### config.mk
export PLATFORM = sky130hd
export DESIGN_NAME = mem_port_arbiter
export DESIGN_NICKNAME = d
export VERILOG_FILES = /design/src/rtl/mem_port_arbiter_pkg.sv /design/src/rtl/mem_port_arbiter_rr_select.sv /design/src/rtl/mem_port_arbiter.sv
export SDC_FILE = /design/constraint.sdc
export NUM_CORES = 1
export LEC_CHECK = 0
export CORE_MARGIN = 2
export CORE_UTILIZATION = 38
export DETAILED_ROUTE_END_ITERATION = 12
export PLACE_DENSITY = 0.73
export SLEW_MARGIN = 40
export SYNTH_ARGS = -nofsm -noshare
export SYNTH_HDL_FRONTEND = slang
export SYNTH_HIERARCHICAL = 1
export SYNTH_SLANG_ARGS = --single-unit
### constraint.sdc
create_clock -name clk -period 5.65 [get_ports clk]
set_input_delay 0.8475 -clock clk [delete_from_list [all_inputs] [get_ports clk]]
set_output_delay 0.8475 -clock clk [all_outputs]
set_load 0.03 [all_outputs]
### src/rtl/mem_port_arbiter_pkg.sv
// Shared types for the two-port memory arbiter: FSM states, the captured
// request record and a saturating counter helper.
package mem_arb_types;

  localparam int ARB_ADDR_W = 32;
  localparam int ARB_DATA_W = 32;
  localparam int ARB_MASK_W = ARB_DATA_W / 8;

  typedef enum logic [2:0] {
    IDLE   = 3'd0,
    BUSY_A = 3'd1,
    BUSY_B = 3'd2,
    RESP_A = 3'd3,
    RESP_B = 3'd4
  } arb_state_t;

  typedef struct packed {
    logic [ARB_ADDR_W-1:0] addr;
    logic [ARB_DATA_W-1:0] wdata;
    logic [ARB_MASK_W-1:0] wmask;
    logic                  rd;
    logic                  wr;
  } arb_req_t;

  function automatic logic [31:0] sat_inc32(input logic [31:0] v);
    return (v == 32'hFFFF_FFFF) ? v : v + 32'd1;
  endfunction

endpackage

### src/rtl/mem_port_arbiter_rr_select.sv
// Two-requester round-robin select: a lone requester always wins, and on a
// tie the requester that did not win last time is chosen.
module rr_select (
  input  logic req_a,
  input  logic req_b,
  input  logic last_grant,
  output logic grant_a,
  output logic grant_b
);

  // last_grant = 1 means B won the previous grant, so A is favoured now.
  always_comb begin
    grant_a = 1'b0;
    grant_b = 1'b0;
    if (req_a && req_b) begin
      grant_a = last_grant;
      grant_b = ~last_grant;
    end else begin
      grant_a = req_a;
      grant_b = req_b;
    end
  end

endmodule

### src/rtl/mem_port_arbiter.sv
// Serializes the instruction port (A) and data port (B) onto one word-level
// downstream port, returning a one-cycle response to the owning port.
module mem_port_arbiter
  import mem_arb_types::*;
#(
  parameter int ADDR_WIDTH   = 32,
  parameter int DATA_WIDTH   = 32,
  parameter bit RESET_PRIO_B = 1'b1
) (
  input  logic                    clk,
  input  logic                    rst,
  input  logic                    read_a,
  input  logic [ADDR_WIDTH-1:0]   address_a,
  output logic [DATA_WIDTH-1:0]   rdata_a,
  output logic                    resp_a,
  input  logic                    read_b,
  input  logic                    write,
  input  logic [ADDR_WIDTH-1:0]   address_b,
  input  logic [DATA_WIDTH-1:0]   wdata,
  input  logic [DATA_WIDTH/8-1:0] wmask,
  output logic [DATA_WIDTH-1:0]   rdata_b,
  output logic                    resp_b,
  output logic                    mem_read,
  output logic                    mem_write,
  output logic [ADDR_WIDTH-1:0]   mem_address,
  output logic [DATA_WIDTH-1:0]   mem_wdata,
  output logic [DATA_WIDTH/8-1:0] mem_wmask,
  input  logic [DATA_WIDTH-1:0]   mem_rdata,
  input  logic                    mem_resp,
  output logic [31:0]             conflict_cnt
);

  localparam int MASK_W = DATA_WIDTH / 8;

  arb_state_t            r_state;
  arb_req_t              r_req;
  logic                  r_last_grant;
  logic                  r_busy;
  logic                  r_resp_a;
  logic                  r_resp_b;
  logic [DATA_WIDTH-1:0] r_rdata_a;
  logic [DATA_WIDTH-1:0] r_rdata_b;
  logic [31:0]           r_conflict_cnt;

  logic w_req_a;
  logic w_req_b;
  logic w_grant_a;
  logic w_grant_b;

  assign w_req_a = read_a;
  assign w_req_b = read_b | write;

  rr_select u_rr_select (
    .req_a      (w_req_a),
    .req_b      (w_req_b),
    .last_grant (r_last_grant),
    .grant_a    (w_grant_a),
    .grant_b    (w_grant_b)
  );

  // Arbitration FSM; every output comes from a register set here.
  always_ff @(posedge clk or posedge rst) begin
    if (rst) begin
      r_state        <= IDLE;
      r_last_grant   <= ~RESET_PRIO_B;
      r_req          <= '0;
      r_busy         <= 1'b0;
      r_resp_a       <= 1'b0;
      r_resp_b       <= 1'b0;
      r_rdata_a      <= '0;
      r_rdata_b      <= '0;
      r_conflict_cnt <= 32'd0;
    end else begin
      r_resp_a <= 1'b0;
      r_resp_b <= 1'b0;
      case (r_state)
        IDLE: begin
          if (w_req_a && w_req_b) begin
            r_conflict_cnt <= sat_inc32(r_conflict_cnt);
          end
          // last_grant tracks every grant, not only contested ones.
          if (w_grant_b) begin
            r_req.addr   <= ARB_ADDR_W'(address_b);
            r_req.wdata  <= ARB_DATA_W'(wdata);
            r_req.wmask  <= ARB_MASK_W'(wmask);
            r_req.rd     <= ~write;
            r_req.wr     <= write;
            r_busy       <= 1'b1;
            r_last_grant <= 1'b1;
            r_state      <= BUSY_B;
          end else if (w_grant_a) begin
            r_req.addr   <= ARB_ADDR_W'(address_a);
            r_req.wdata  <= '0;
            r_req.wmask  <= '0;
            r_req.rd     <= 1'b1;
            r_req.wr     <= 1'b0;
            r_busy       <= 1'b1;
            r_last_grant <= 1'b0;
            r_state      <= BUSY_A;
          end
        end
        BUSY_A: begin
          if (mem_resp) begin
            r_rdata_a <= mem_rdata;
            r_busy    <= 1'b0;
            r_resp_a  <= 1'b1;
            r_state   <= RESP_A;
          end
        end
        BUSY_B: begin
          if (mem_resp) begin
            r_rdata_b <= r_req.wr ? '0 : mem_rdata;
            r_busy    <= 1'b0;
            r_resp_b  <= 1'b1;
            r_state   <= RESP_B;
          end
        end
        RESP_A, RESP_B: begin
          r_state <= IDLE;
        end
        default: begin
          r_busy  <= 1'b0;
          r_state <= IDLE;
        end
      endcase
    end
  end

  assign mem_read     = r_busy & r_req.rd;
  assign mem_write    = r_busy & r_req.wr;
  assign mem_address  = ADDR_WIDTH'(r_req.addr);
  assign mem_wdata    = DATA_WIDTH'(r_req.wdata);
  assign mem_wmask    = MASK_W'(r_req.wmask);
  assign rdata_a      = r_rdata_a;
  assign rdata_b      = r_rdata_b;
  assign resp_a       = r_resp_a;
  assign resp_b       = r_resp_b;
  assign conflict_cnt = r_conflict_cnt;

endmodule

==> results by group, run 1 <==
Final layout
  • Area grow syn2layout: 44.97%
  • Most common cell after layout, fill and taps aside: clkdlybuf4s50_1
  • Non-Filler Instances: 1201
  • Post-route cell area: 11190 sq um
  • Final-stage net count: 1056
  • Layout cells sized above 1: about a tenth
  • Most frequent cells in the layout: clkdlybuf4s50_1, dfrtp_1, nand2_1, o21ai_0, a22o_1

STA
  • Max Clock Skew: 10.77 ps
  • Final TNS setup: 0 ps
  • Max Clk Rate: ~0.33 GHz
  • Slew headroom: 54.26%
  • Slew @ Worst Pin: 679.0 ps
  • Fin. Hold Viols: 0
  • RSZ-0062 raised after global routing: no
  • Crit share post-route: between 50% and 60%
  • Final Setup Violations: 0
  • Pins Over Slew Limit: 0
  • Min Tclk post-route: 3002 ps

Clock tree
  • Post-CTS Setup Inserts: 0
  • Latest clock arrival within the worst-skew pair: 420 ps
  • Hold buffer count at CTS: 0
  • CTS Buffer Depth: 2
  • Clock transition at path regs: 60 ps
  • Clock sink count: 173
  • Post_cts resized: 0
  • TritonCTS clock tree: done
  • Clock root buffer master: clkbuf_16
  • H-tree Lvls: 4
  • TritonCTS Buffers: 17

Route
  • Avg WL per Cell: between 15 and 20 um
  • Via density: 4.728
  • Pre-antenna DRT Iters: 5
  • # DRC: 0
  • Routed vias: roughly 5700
  • WL final: approximately 19 mm
  • Initial DRC count: 237
  • Final ANT Viol Nets: 0

Synth
  • Yosys cell types: 42
  • Ys flop type: dfrtp_1
  • Flop and latch count out of synthesis: between 150 and 200
  • Cells after Synth: 686
  • Syn Std Cell Area: 7719 sq um
  • Register area share after synthesis: 56.09%
  • Yosys warning count: 6
  • EDFF count, synth: 0
  • Asr flop ratio synth: 100.0%
  • Syn_nets: 825
  • Syn avg cell area: roughly 11 sq um

GRT
  • Grt total ovfl: 0
  • Vias in the first global route: 5821
  • Antenna violations before repair: 1
  • GRT Total Usage: a little under a fifth
  • Largest net degree at the start of global routing: between 90 and 100
  • First-pass GRT wire length: 31.25 mm

Min path
  • Hold Path Stages: 2
  • Hold path startpoint: mem_address[29]
  • Worst hold-check path type: flip-flop to flip-flop
  • End point of the worst hold path: mem_address[29]

Floorplan
  • Die area: 21470 sq um
  • Initial Util: between 30% and 40%
  • Die width: 146.5 um
  • Die height: 146.5 um
  • # IOs: 306
  • Core Area: 20100 sq um
  • Row count: 52

Setup path
  • Reg2reg setup slack: 3400 ps
  • Path type of the worst setup path: input port to flip-flop
  • Cells on worst reg2reg path: 7
  • Worst-path maximum fanout: 37
  • CP Launch Type: input port
  • RR Startpoint: r_last_grant
  • Reg2reg end: mem_wdata[5]
  • Worst path required time: 6000 ps
  • Critical Path AT: 3360 ps
  • CP Capture Type: flip-flop

Placed design
  • Placer Congestion: 0.8499
  • DP Area: about 11000 sq um
  • PortBufs: roughly 310
  • Placed Cells: 1168
  • Final HPWL DP: approximately 14 mm

Run status
  • Status: complete, no violations

Power and ir drop
  • Peak supply drop: approximately 0.26 mV
  • Cell Pwr Density: approximately 560 nW/um^2
  • Static Leak: 4.873 nW

Job
  • Total of max-cap violations: 0
worst max-delay path: stages:
cell,delay (ps)
clkdlybuf4s50_1,460
or2_2,330
a21boi_4,140
buf_4,300
o21ai_4,380
buf_8,210
buf_8,190
buf_4,280
a22o_1,180
Yosys cell counts (2+ instances only):
cell type  number  area [sq um]
dfrtp_1       173          4329
nand2_1        81         304.0
buf_4          68         510.5
o21ai_0        66         330.3
a22o_1         36         315.3
mux2_2         33         371.6
nand2b_1       33         206.5
mux2i_1        32         320.3
clkbuf_1       22         82.58
xnor2_1        19         166.4
nand3_1        17         85.08
nand4_1        15         93.84
nor2_1         15         56.30
xor2_1         11         96.34
inv_1           9         33.78
nor3_1          7         35.03
buf_1           6         22.52
buf_2           5         25.02
and2_1          4         25.02
nor4_1          4         25.02
and3_1          3         18.77
a21boi_1        2         15.01
a21boi_2        2         22.52
and4_1          2         17.52
buf_6           2         22.52
nor2b_1         2         12.51
nor4_4          2         42.54
sequential cells by signal, summed over array words and instances (netlist names):
register      cells
r_req             2
resp_b            1
mem_address      32
rdata_a          32
r_last_grant      1
mem_wdata        32
rdata_b          32
r_busy            1
mem_wmask         4
conflict_cnt     32
r_state           3
resp_a            1
cell type report:
class / instances / area [sq um]
fill: 1772 / 8915
sequential: 173 / 4330
timing repair buffer: 315 / 3143
multi-input combinational: 401 / 2728
clock buffer: 19 / 442.9
tap: 270 / 337.8
clock inverter: 13 / 163.9
inverter: 9 / 41.29
antenna: 1 / 2.502
layer usage:
metal	GRT usage, %	part of all wire (%)	vias up
met1	23.65	44	2711
met3	4.781	5.0	30
li1	-	-	2763
met4	6.699	2.3	0
met5	0	0	-
met2	30.40	49	174
report_power, final:
group	leakage, nW	internal (mW)	switching [mW]
logic	2.39	1.32	1.72
clock network	0.294	0.711	0.492
registers	2.19	1.73	0.311
per-stage QoR:
| step | util [%] | worst slack (ps) | power, mW | hold slack, ps |
|---|---|---|---|---|
| after floorplan | - | 114.0 | 4.117 | 451.0 |
| after global placement | 52.46 | 1869 | 5.053 | 460.8 |
| after detailed placement | 52.63 | 2178 | 5.136 | 468.7 |
| after CTS | 55.64 | 2623 | 6.362 | 483.3 |
| after global routing | 55.64 | 2456 | 6.632 | 498.1 |
| final | 55.66 | 2648 | 6.283 | 475.4 |
kinds of logic (layout without fill, tap and decap cells):
logic type / count (synthesis) / in the layout / share of synthesized area, %
simple gates: 192 / 192 / 12.81
flops: 173 / 173 / 56.09
buf+inv: 112 / 356 / 9.029
mux: 65 / 65 / 8.964
other cells: 0 / 1 / 0
fa+ha+maj: 1 / 1 / 0.1621
compound gates: 113 / 113 / 9.548
xor+xnor: 30 / 30 / 3.404
worst max path at each step:
stage	startpoint	cells past startpoint	end	slack (ps)
5_1_grt	write	9	mem_address[26]	2460
6_report	write	9	mem_wdata[5]	2650
2_1_floorplan	rst	1	conflict_cnt[0]	110
3_3_place_gp	write	7	mem_address[26]	1870
3_5_place_dp	write	9	mem_wdata[5]	2180
4_1_cts	write	9	mem_wmask[3]	2620
No activity file was read; power rests on OpenSTA's default activity.
==> run 2, diff against run 1 <==
==> constraint.sdc (replaced) <==
create_clock -name clk -period 2.6 [get_ports clk]
set_input_delay 0.39 -clock clk [delete_from_list [all_inputs] [get_ports clk]]
set_output_delay 0.39 -clock clk [all_outputs]
set_load 0.03 [all_outputs]
==> run 2 against run 1 <==
  * Sequential power grew 110%
  * Register-to-register slack got worse by 2900 ps
  * Setup slack got worse by 2100 ps
  * Power increased by 120%
  * Hold slack worse by 25 ps
  * Critical endpoint is now conflict_cnt[25]
  * Largest cell class unchanged
  * Highest routed layer unchanged
==> results by group, run 2 (synthesis gave the netlist of run 1 again) <==
Run status
  • Status: complete, no violations (unchanged)

Final layout
  • Layout cells sized above 1: 9.560% (was 9.570%)
  • Final-stage net count: 1057 (was 1056)
  • Most common cell after layout, fill and taps aside: clkdlybuf4s50_1 (unchanged)
  • Area grow syn2layout: 45.76% (was 44.97%)
  • Post-route cell area: 11250 sq um (was 11190 sq um)
  • Most frequent cells in the layout: clkdlybuf4s50_1, dfrtp_1, nand2_1, o21ai_0, a22o_1 (unchanged)
  • Ant. Diodes: 0 (was 1)

STA
  • Max Clock Skew: 7.391 ps (was 10.77 ps)
  • Crit share post-route: 79.30%
  • Pins Over Slew Limit: 0 (unchanged)
  • Fin. Hold Viols: 0 (unchanged)
  • RSZ-0062 raised after global routing: no (unchanged)
  • Max Clk Rate: 0.4850 GHz
  • Slew @ Worst Pin: 566.1 ps (was 679.0 ps)
  • Hold WS: 450.4 ps (was 475.4 ps)
  • Final Setup Violations: 0 (unchanged)
  • Min Tclk post-route: around 2000 ps
  • Slew headroom: 62.26% (was 54.26%)
  • Final TNS setup: 0 ps (unchanged)

Floorplan
  • Row count: 52 (unchanged)
  • Die width: 146.5 um (unchanged)
  • # IOs: 306 (unchanged)
  • Die height: 146.5 um (unchanged)
  • Core Area: 20100 sq um (unchanged)
  • Initial Util: 38.39% (unchanged)
  • Die area: 21470 sq um (unchanged)

Clock tree
  • CTS Buffer Depth: 2 (unchanged)
  • Clock root buffer master: clkbuf_16 (unchanged)
  • Hold buffer count at CTS: 0 (unchanged)
  • Post-CTS Setup Inserts: 0 (unchanged)
  • TritonCTS Buffers: 17 (unchanged)
  • Latest clock arrival within the worst-skew pair: 420 ps (about the same)
  • Clock sink count: 173 (unchanged)
  • TritonCTS clock tree: done (unchanged)
  • H-tree Lvls: 4 (unchanged)
  • Clock transition at path regs: 70 ps (was 60 ps)
  • Post_cts resized: 0 (unchanged)

Route
  • # DRC: 0 (unchanged)
  • WL final: 19.35 mm (was 19.44 mm)
  • Pre-antenna DRT Iters: 4 (was 5)
  • Via density: 4.713 (was 4.728)
  • Initial DRC count: 266 (was 237)
  • Avg WL per Cell: 16.11 um (was 16.19 um)
  • Routed vias: 5660 (was 5678)
  • Final ANT Viol Nets: 0 (unchanged)

Placed design
  • DP Area: 10620 sq um (was 10580 sq um)
  • Placer Congestion: 0.7849 (was 0.8499)
  • PortBufs: 305 (unchanged)
  • Final HPWL DP: 14.06 mm (was 14.24 mm)

Setup path
  • Buf/Inv on CP: 0 (was 5)
  • Crit path capture: conflict_cnt[25] (was mem_wdata[5])
  • Cells on worst reg2reg path: 6 (was 7)
  • Max stage delay on crit path: 440 ps (was 460 ps)
  • Critical Path AT: 2360 ps (was 3360 ps)
  • CP delay by family, top: simple AND/OR/NAND/NOR gates (was buffers and inverters)
  • Path type of the worst setup path: flip-flop to flip-flop (was input port to flip-flop)
  • Worst-path maximum fanout: 10 (was 37)
  • Reg2reg end: conflict_cnt[25] (was mem_wdata[5])
  • Worst path required time: 2900 ps (was 6000 ps)
  • Reg2reg setup slack: 540 ps (was 3400 ps)
  • CP Launch Type: flip-flop (was input port)
  • RR Startpoint: conflict_cnt[0] (was r_last_grant)
  • Stages on the worst setup path: 6 (was 9)
  • CP cell instances: ha_1, nand4_1, nor4_4, a21bo_1, nor3_1, xor2_1 (was clkdlybuf4s50_1, or2_2, a21boi_4, buf_4, o21ai_4, buf_8, buf_8, buf_4, a22o_1)
  • Crit path from: conflict_cnt[0] (was write)
  • CP Capture Type: flip-flop (unchanged)
  • Crit-path slowest cell: dfrtp_1 (was clkdlybuf4s50_1)

Min path
  • Worst hold-check path type: input port to async pin (was flip-flop to flip-flop)

Power and ir drop
  • Cell Pwr Density: 1226 nW/um^2 (was 561.5 nW/um^2)
  • Peak supply drop: 0.5428 mV (was 0.2632 mV)
  • Final Power: 13.79 mW (was 6.283 mW)
  • Static Leak: 4.905 nW (was 4.873 nW)

GRT
  • Grt total ovfl: 0 (unchanged)
  • First-pass GRT wire length: 31.19 mm (was 31.25 mm)
  • Antenna violations before repair: 0 (was 1)
  • GRT Total Usage: 18.27% (was 18.47%)
  • Vias in the first global route: 5806 (was 5821)
  • Largest net degree at the start of global routing: 105 (was 99)

Job
  • Total of max-cap violations: 0 (unchanged)
==> run 2: changes by cell type in the layout (fill, tap and decap cells not counted), sizes merged <==
| cell | change |
|---|---|
| bufinv | +1 |
| clkinv | -3 |
| buf | +1 |
| inv | +3 |
| diode | -1 |
| clkbuf | -1 |
==> run 2: cell type report <==
class	count	area, sq um
clock buffers	18	429.2
clock inverters	14	203.9
fillers	1742	8853
inverters	9	37.54
multi-input cells	401	2728
flip-flops and latches	173	4329
well taps	270	337.8
repair buffers	316	3186
==> run 2: worst min path at each step <==
stage / cells after the start / endpoint / startpoint / slack, ps
finish: 3 / rdata_a[30] / rst / 450
global route: 3 / rdata_a[30] / rst / 470
CTS: 3 / rdata_a[30] / rst / 460
detailed placement: 2 / rdata_b[16] / rdata_b[16] / 470
global placement: 2 / rdata_b[0] / rdata_b[0] / 460
floorplan: 2 / mem_address[0] / mem_address[0] / 450
==> run 2: worst min-delay path, stage by stage <==
cell	delay (ps)
clkdlybuf4s50_1	440
clkinvlp_4	120
buf_12	330
==> run 2: report_power, final <==
| group | switching, mW | leakage, nW | internal, mW |
|---|---|---|---|
| registers | 0.629 | 2.19 | 3.75 |
| clock network | 1.12 | 0.310 | 1.64 |
| logic | 3.78 | 2.40 | 2.87 |
| total | 5.53 | 4.90 | 8.26 |
==> run 2: metal layers <==
metal  global-route usage [%]  part of all wire (%)  up-vias
met5                        0                     0        -
met4                    6.845                   2.2        0
met3                    4.719                   5.5       23
met2                    30.07                    48      170
met1                    23.31                    44     2717
li1                         -                     -     2750
==> run 2: metrics by stage <==
stage | utilization (%) | instances | setup slack (ps)
detailed placement | 52.81 | 1169 | 335.9
finish | 55.96 | 1201 | 538.2
floorplan | - | 686 | -0.6763
CTS | 55.96 | 1201 | 510.1
global route | 55.96 | 1201 | 375.3
global placement | 52.81 | 1169 | 364.2
